--- config.mk ---
export PLATFORM = sky130hd
export DESIGN_NAME = mc_control
export DESIGN_NICKNAME = d
export VERILOG_FILES = /design/src/rtl/mc_control.sv
export SDC_FILE = /design/constraint.sdc
export NUM_CORES = 1
export LEC_CHECK = 0
export CAP_MARGIN = 20
export CORE_MARGIN = 5
export CORE_UTILIZATION = 43
export DETAILED_ROUTE_END_ITERATION = 12
export PLACE_DENSITY = 0.76
export SLEW_MARGIN = 20
export SYNTH_ARGS = -nofsm -noshare
export SYNTH_HDL_FRONTEND = slang
export SYNTH_SLANG_ARGS = --single-unit
--- constraint.sdc ---
create_clock -name clk -period 1.95 [get_ports clk]
set_input_delay 0.2925 -clock clk [delete_from_list [all_inputs] [get_ports clk]]
set_output_delay 0.2925 -clock clk [all_outputs]
set_load 0.005 [all_outputs]
--- src/rtl/mc_control.sv ---
// Multi-cycle main controller for the MIPS-subset CPU: decodes IR, sequences
// IF/ID/EXE/MEM/WB, and drives the ALU and datapath write strobes.
module mc_control (
    input  logic       clk,
    input  logic       rst_n,
    input  logic [5:0] OP,
    input  logic [5:0] Func,
    input  logic       Zero,
    input  logic       Overflow,
    output logic [2:0] ALUctr,
    output logic       ALUSrcB,
    output logic       ExtOp,
    output logic       PCWr,
    output logic [1:0] NPCsel,
    output logic       IRWr,
    output logic       MemWr,
    output logic       RegWr,
    output logic       RegDst,
    output logic       MemtoReg,
    output logic       Illegal,
    output logic [3:0] State
);

    localparam int unsigned OP_W  = 6;
    localparam int unsigned ALU_W = 3;
    localparam int unsigned ST_W  = 4;

    localparam logic [OP_W-1:0] OP_R     = 6'b000000;
    localparam logic [OP_W-1:0] OP_ADDIU = 6'b001001;
    localparam logic [OP_W-1:0] OP_ORI   = 6'b001101;
    localparam logic [OP_W-1:0] OP_LW    = 6'b100011;
    localparam logic [OP_W-1:0] OP_SW    = 6'b101011;
    localparam logic [OP_W-1:0] OP_BEQ   = 6'b000100;
    localparam logic [OP_W-1:0] OP_J     = 6'b000010;

    localparam logic [OP_W-1:0] FN_ADD  = 6'b100000;
    localparam logic [OP_W-1:0] FN_ADDU = 6'b100001;
    localparam logic [OP_W-1:0] FN_SUB  = 6'b100010;
    localparam logic [OP_W-1:0] FN_SUBU = 6'b100011;
    localparam logic [OP_W-1:0] FN_OR   = 6'b100101;
    localparam logic [OP_W-1:0] FN_SLT  = 6'b101010;
    localparam logic [OP_W-1:0] FN_SLTU = 6'b101011;

    localparam logic [ALU_W-1:0] ALU_ADDU = 3'b000;
    localparam logic [ALU_W-1:0] ALU_ADD  = 3'b001;
    localparam logic [ALU_W-1:0] ALU_OR   = 3'b010;
    localparam logic [ALU_W-1:0] ALU_SUBU = 3'b100;
    localparam logic [ALU_W-1:0] ALU_SUB  = 3'b101;
    localparam logic [ALU_W-1:0] ALU_SLTU = 3'b110;
    localparam logic [ALU_W-1:0] ALU_SLT  = 3'b111;

    typedef enum logic [ST_W-1:0] {
        S_RST   = 4'd0,
        S_IF    = 4'd1,
        S_ID    = 4'd2,
        S_EXE_R = 4'd3,
        S_EXE_I = 4'd4,
        S_MA    = 4'd5,
        S_MR    = 4'd6,
        S_MW    = 4'd7,
        S_WB_R  = 4'd8,
        S_WB_I  = 4'd9,
        S_WB_L  = 4'd10,
        S_BR    = 4'd11,
        S_JMP   = 4'd12
    } state_t;

    state_t           state_q, state_d;
    logic [ALU_W-1:0] aluctr_q, aluctr_d;
    logic [1:0]       npcsel_q, npcsel_d;
    logic             alusrcb_q, alusrcb_d;
    logic             extop_q, extop_d;
    logic             pcwr_q, pcwr_d;
    logic             irwr_q, irwr_d;
    logic             memwr_q, memwr_d;
    logic             regwr_q, regwr_d;
    logic             regdst_q, regdst_d;
    logic             memtoreg_q, memtoreg_d;
    logic             ov_q, ov_d;
    logic [ALU_W-1:0] alu_r;
    logic             r_ok;
    logic             op_ok;

    // R-type funct decode
    always_comb begin
        alu_r = ALU_ADDU;
        r_ok  = 1'b1;
        case (Func)
            FN_ADD:  alu_r = ALU_ADD;
            FN_ADDU: alu_r = ALU_ADDU;
            FN_SUB:  alu_r = ALU_SUB;
            FN_SUBU: alu_r = ALU_SUBU;
            FN_OR:   alu_r = ALU_OR;
            FN_SLT:  alu_r = ALU_SLT;
            FN_SLTU: alu_r = ALU_SLTU;
            default: r_ok  = 1'b0;
        endcase
    end

    always_comb begin
        op_ok = 1'b0;
        case (OP)
            OP_R:                                        op_ok = r_ok;
            OP_ADDIU, OP_ORI, OP_LW, OP_SW, OP_BEQ, OP_J: op_ok = 1'b1;
            default:                                     op_ok = 1'b0;
        endcase
    end

    always_comb begin
        state_d = S_IF;
        case (state_q)
            S_RST:   state_d = S_IF;
            S_IF:    state_d = S_ID;
            S_ID: begin
                state_d = S_IF;
                if (op_ok) begin
                    case (OP)
                        OP_R:             state_d = S_EXE_R;
                        OP_ADDIU, OP_ORI: state_d = S_EXE_I;
                        OP_LW, OP_SW:     state_d = S_MA;
                        OP_BEQ:           state_d = S_BR;
                        OP_J:             state_d = S_JMP;
                        default:          state_d = S_IF;
                    endcase
                end
            end
            S_EXE_R: state_d = S_WB_R;
            S_EXE_I: state_d = S_WB_I;
            S_MA:    state_d = (OP == OP_LW) ? S_MR : S_MW;
            S_MR:    state_d = S_WB_L;
            default: state_d = S_IF;
        endcase
    end

    // Output registers are loaded with the decode of the state being entered,
    // so they change on the same edge as State.
    always_comb begin
        aluctr_d   = ALU_ADDU;
        npcsel_d   = 2'b00;
        alusrcb_d  = 1'b0;
        extop_d    = 1'b0;
        pcwr_d     = 1'b0;
        irwr_d     = 1'b0;
        memwr_d    = 1'b0;
        regwr_d    = 1'b0;
        regdst_d   = 1'b0;
        memtoreg_d = 1'b0;
        case (state_d)
            S_IF: begin
                irwr_d = 1'b1;
                pcwr_d = 1'b1;
            end
            S_EXE_R: aluctr_d = alu_r;
            S_EXE_I: begin
                alusrcb_d = 1'b1;
                aluctr_d  = (OP == OP_ORI) ? ALU_OR : ALU_ADDU;
                extop_d   = (OP != OP_ORI);
            end
            S_MA: begin
                alusrcb_d = 1'b1;
                extop_d   = 1'b1;
            end
            S_MW:    memwr_d = 1'b1;
            S_WB_R: begin
                regwr_d  = 1'b1;
                regdst_d = 1'b1;
            end
            S_WB_I:  regwr_d = 1'b1;
            S_WB_L: begin
                regwr_d    = 1'b1;
                memtoreg_d = 1'b1;
            end
            S_BR: begin
                aluctr_d = ALU_SUBU;
                npcsel_d = 2'b01;
            end
            S_JMP: begin
                pcwr_d   = 1'b1;
                npcsel_d = 2'b10;
            end
            default: ;
        endcase
    end

    // Signed overflow only matters for add/sub; captured at the end of EXE_R.
    assign ov_d = (state_q == S_EXE_R) && Overflow
                  && ((aluctr_q == ALU_ADD) || (aluctr_q == ALU_SUB));

    always_ff @(posedge clk) begin
        if (!rst_n) begin
            state_q    <= S_RST;
            aluctr_q   <= '0;
            npcsel_q   <= '0;
            alusrcb_q  <= 1'b0;
            extop_q    <= 1'b0;
            pcwr_q     <= 1'b0;
            irwr_q     <= 1'b0;
            memwr_q    <= 1'b0;
            regwr_q    <= 1'b0;
            regdst_q   <= 1'b0;
            memtoreg_q <= 1'b0;
            ov_q       <= 1'b0;
        end else begin
            state_q    <= state_d;
            aluctr_q   <= aluctr_d;
            npcsel_q   <= npcsel_d;
            alusrcb_q  <= alusrcb_d;
            extop_q    <= extop_d;
            pcwr_q     <= pcwr_d;
            irwr_q     <= irwr_d;
            memwr_q    <= memwr_d;
            regwr_q    <= regwr_d;
            regdst_q   <= regdst_d;
            memtoreg_q <= memtoreg_d;
            ov_q       <= ov_d;
        end
    end

    // Zero and the IR fields are only valid in the same cycle, hence the
    // combinational terms on PCWr (BR) and Illegal (ID).
    assign PCWr     = pcwr_q | ((state_q == S_BR) & Zero);
    assign Illegal  = (state_q == S_ID) & ~op_ok;
    assign RegWr    = regwr_q & ~ov_q;
    assign ALUctr   = aluctr_q;
    assign NPCsel   = npcsel_q;
    assign ALUSrcB  = alusrcb_q;
    assign ExtOp    = extop_q;
    assign IRWr     = irwr_q;
    assign MemWr    = memwr_q;
    assign RegDst   = regdst_q;
    assign MemtoReg = memtoreg_q;
    assign State    = state_q;

endmodule

==> results.sh <==
export IMPL_place_congestion=0.8703
export IMPL_grt_pass1_wl_um=5244
export IMPL_via_count=1082
export IMPL_syn_nets=116
export IMPL_worst_path_largest_cell_delay_ns=0.49
export IMPL_die_x_um=56.78
export IMPL_fin_crit_ns=1.909
export IMPL_core_mm2=0.002148
export IMPL_end_kind="primary output"
export IMPL_tns_ns=0
export IMPL_dp_hpwl_um=2098
export IMPL_run_status="completed"
export IMPL_dieArea_mm2=0.003223
export IMPL_nNetsFinal=190
export IMPL_wl_per_cell_um=15.31
export IMPL_ant_nets=0
export IMPL_place_area_mm2=0.001519
export IMPL_hold_viol_final=0
export IMPL_fin_cells=200
export IMPL_numCtsBuffers=3
export IMPL_cellPowerDensity_mw_per_mm2=507.8
export IMPL_syn_inst=100
export IMPL_grt_pass1_vias=1158
export IMPL_synth_area_per_cell_um2=9.409
export IMPL_synthTopCellsByCount="dfxtp_1, nor2_1"
export IMPL_antenna_found_initial=0
export IMPL_yosys_warnings=0
export IMPL_rsz0062_at_grt="no"
export IMPL_num_rows=17
export IMPL_skew_ns=0.01189
export IMPL_synth_area_leader_cell="dfxtp_1"
export IMPL_clk_latency_ns=0.30
export IMPL_relSlewSlack=0.7341
export IMPL_route_detailed_drc=0
export IMPL_drt_wl_total_um=3062
export IMPL_grt_overflow=0
export IMPL_finalPower_mw=0.8437
export IMPL_worstPathArrival_ns=1.62
export IMPL_cts_sinks=18
export IMPL_synth_seq_area_share=0.3830
export IMPL_clock_fmax_ghz=0.5237
export IMPL_largest_reg_flops=4
export IMPL_grt_max_degree=13
export IMPL_ir_worst_vdd_mv=0.3738
export IMPL_drt_iter0_drc=47
export IMPL_hold_ws_ns=0.5026
export IMPL_critical_path_buf_inv_count=2
export IMPL_synth_edf_count=0
export IMPL_path_max_fanout=8
export IMPL_gr_usage_all_layers=0.2089
export IMPL_synth_top_cell_area_share=0.3830
export IMPL_final_area_mm2=0.001662
export IMPL_area_growth_syn_to_layout_pct=76.60
export IMPL_vias_per_cell=5.410
export IMPL_netlist_area_um2=940.9
export IMPL_critPathSlowestCell="clkdlybuf4s50_1"
export IMPL_worst_pin_slew_ns=0.3946
export IMPL_min_path_type="in -> reg"
export IMPL_htree_levels=1
export IMPL_worstPathCellList="buf_4 -> nand2_1 -> nor2_1 -> a31o_2 -> clkdlybuf4s50_1"
export IMPL_async_reset_ff_frac=0
export IMPL_yosysMostFrequentCell="dfxtp_1"
export IMPL_critPathTopFamily="buffers and inverters"
export IMPL_p_leak_nw=0.6698
export IMPL_layout_setup_ws_ns=0.04064
export IMPL_period_share=0.9792
export IMPL_clk_pin_slew_ns=0.08
export IMPL_cts_root_buf="clkbuf_4"
export IMPL_synthTopCellsByArea="dfxtp_1, nand2b_1, nor2b_1, nor2_1, nor3_1"
export IMPL_dpl_worst_slack_ns=-0.4010
export IMPL_cp_start_kind="flip-flop"
export IMPL_drive_gt1_frac=0.4070
export IMPL_required_ns=1.66
export IMPL_synth_cell_type_count=45
export IMPL_diodes=0
export IMPL_ys_ff_latch=18
export IMPL_initial_core_util=0.4380
export IMPL_cts_max_path_buffers=2
export IMPL_dr_pass1_iters=4
export IMPL_synth_ff_type="dfxtp_1"
export IMPL_post_route_util=0.7734
export IMPL_worst_setup_path_type="reg -> out"
export IMPL_dp_cells=188
export IMPL_slew_violations=0
export IMPL_io_pins=34
export IMPL_drv_cap=0
export IMPL_die_h_um=56.78
export IMPL_cts_tree="yes"
export IMPL_port_buffers=33
export IMPL_setup_viol_count_final=0
-- cells in the final DEF, fill, tap and decap left out, types with 2 or more instances in the layout --
cell type,n
nor2b_1,6
a21oi_1,2
or2_4,2
nand2b_1,4
nand2b_4,2
nand3b_1,2
o22ai_1,2
nor3_1,6
nor2_1,9
clkbuf_2,5
nand3_1,2
dfxtp_1,18
and2_1,2
buf_4,38
dlygate4sd2_1,3
clkdlybuf4s50_1,24
nand2_1,6
nand4b_1,2
inv_1,2
clkbuf_4,3
-- kinds of logic (layout without fill, tap and decap cells) --
family	count (synthesis)	in the layout	synth area share
XOR/XNOR	1	1	0.009310
AND/OR/NAND/NOR	53	53	0.3471
flip-flops	18	18	0.3830
buffers and inverters	5	77	0.02128
AO/OA/AOI/OAI	23	23	0.2394
-- layer usage --
metal,wire length (µm),track usage,up-vias
met5,0,0,-
met2,1608,0.3960,50
li1,-,-,517
met1,1083,0.2119,500
met3,219,0.02989,15
met4,150,0.1225,0
-- report_power, final --
group / leakage, nW / switching (mW) / total, mW / internal (mW)
combinational: 0.510 / 0.127 / 0.279 / 0.151
sequential: 0.146 / 0.00461 / 0.385 / 0.380
clock: 0.0138 / 0.108 / 0.180 / 0.0720
total: 0.670 / 0.241 / 0.844 / 0.603
-- what timing repair did --
action | in CTS | in global routing
hold buffers | 0 | 0
pin swaps | 8 | 4
buffers inserted | 10 | 0
cloned | 0 | 0
endpoints found under the setup margin | 9 | 13
endpoints found under the hold margin | 0 | 0
gates resized for setup | 22 | 13
-- final timing paths --
kind / startpoint / endpoint / slack [ns] / cells after the start
max: State[0]$_SDFF_PN0_ / PCWr / 0.04 / 5
min: Func[0] / ALUctr[0]$_SDFF_PN0_ / 0.50 / 4
max reg2reg: State[2]$_SDFF_PN0_ / pcwr_q$_SDFF_PN0_ / 0.17 / 7
min reg2reg: ALUctr[0]$_SDFF_PN0_ / ov_q$_SDFF_PN0_ / 0.51 / 2
-- layout make-up --
cell class                 count  area [µm²]
tap                           28       35.03
sequential                    18       360.3
timing repair buffer          72       593.1
multi-input combinational     77       643.1
fill                         143       486.7
inverter                       2       7.507
clock buffer                   3       22.52
-- worst register-to-register path, cell delays in order (launching register included) --
cell	delay, ns
dfxtp_1	0.32
buf_4	0.16
or2_2	0.32
o21bai_1	0.17
a2bb2oi_2	0.25
buf_4	0.18
o22ai_1	0.11
o32ai_2	0.21
Power figures use the tool's default switching activity.
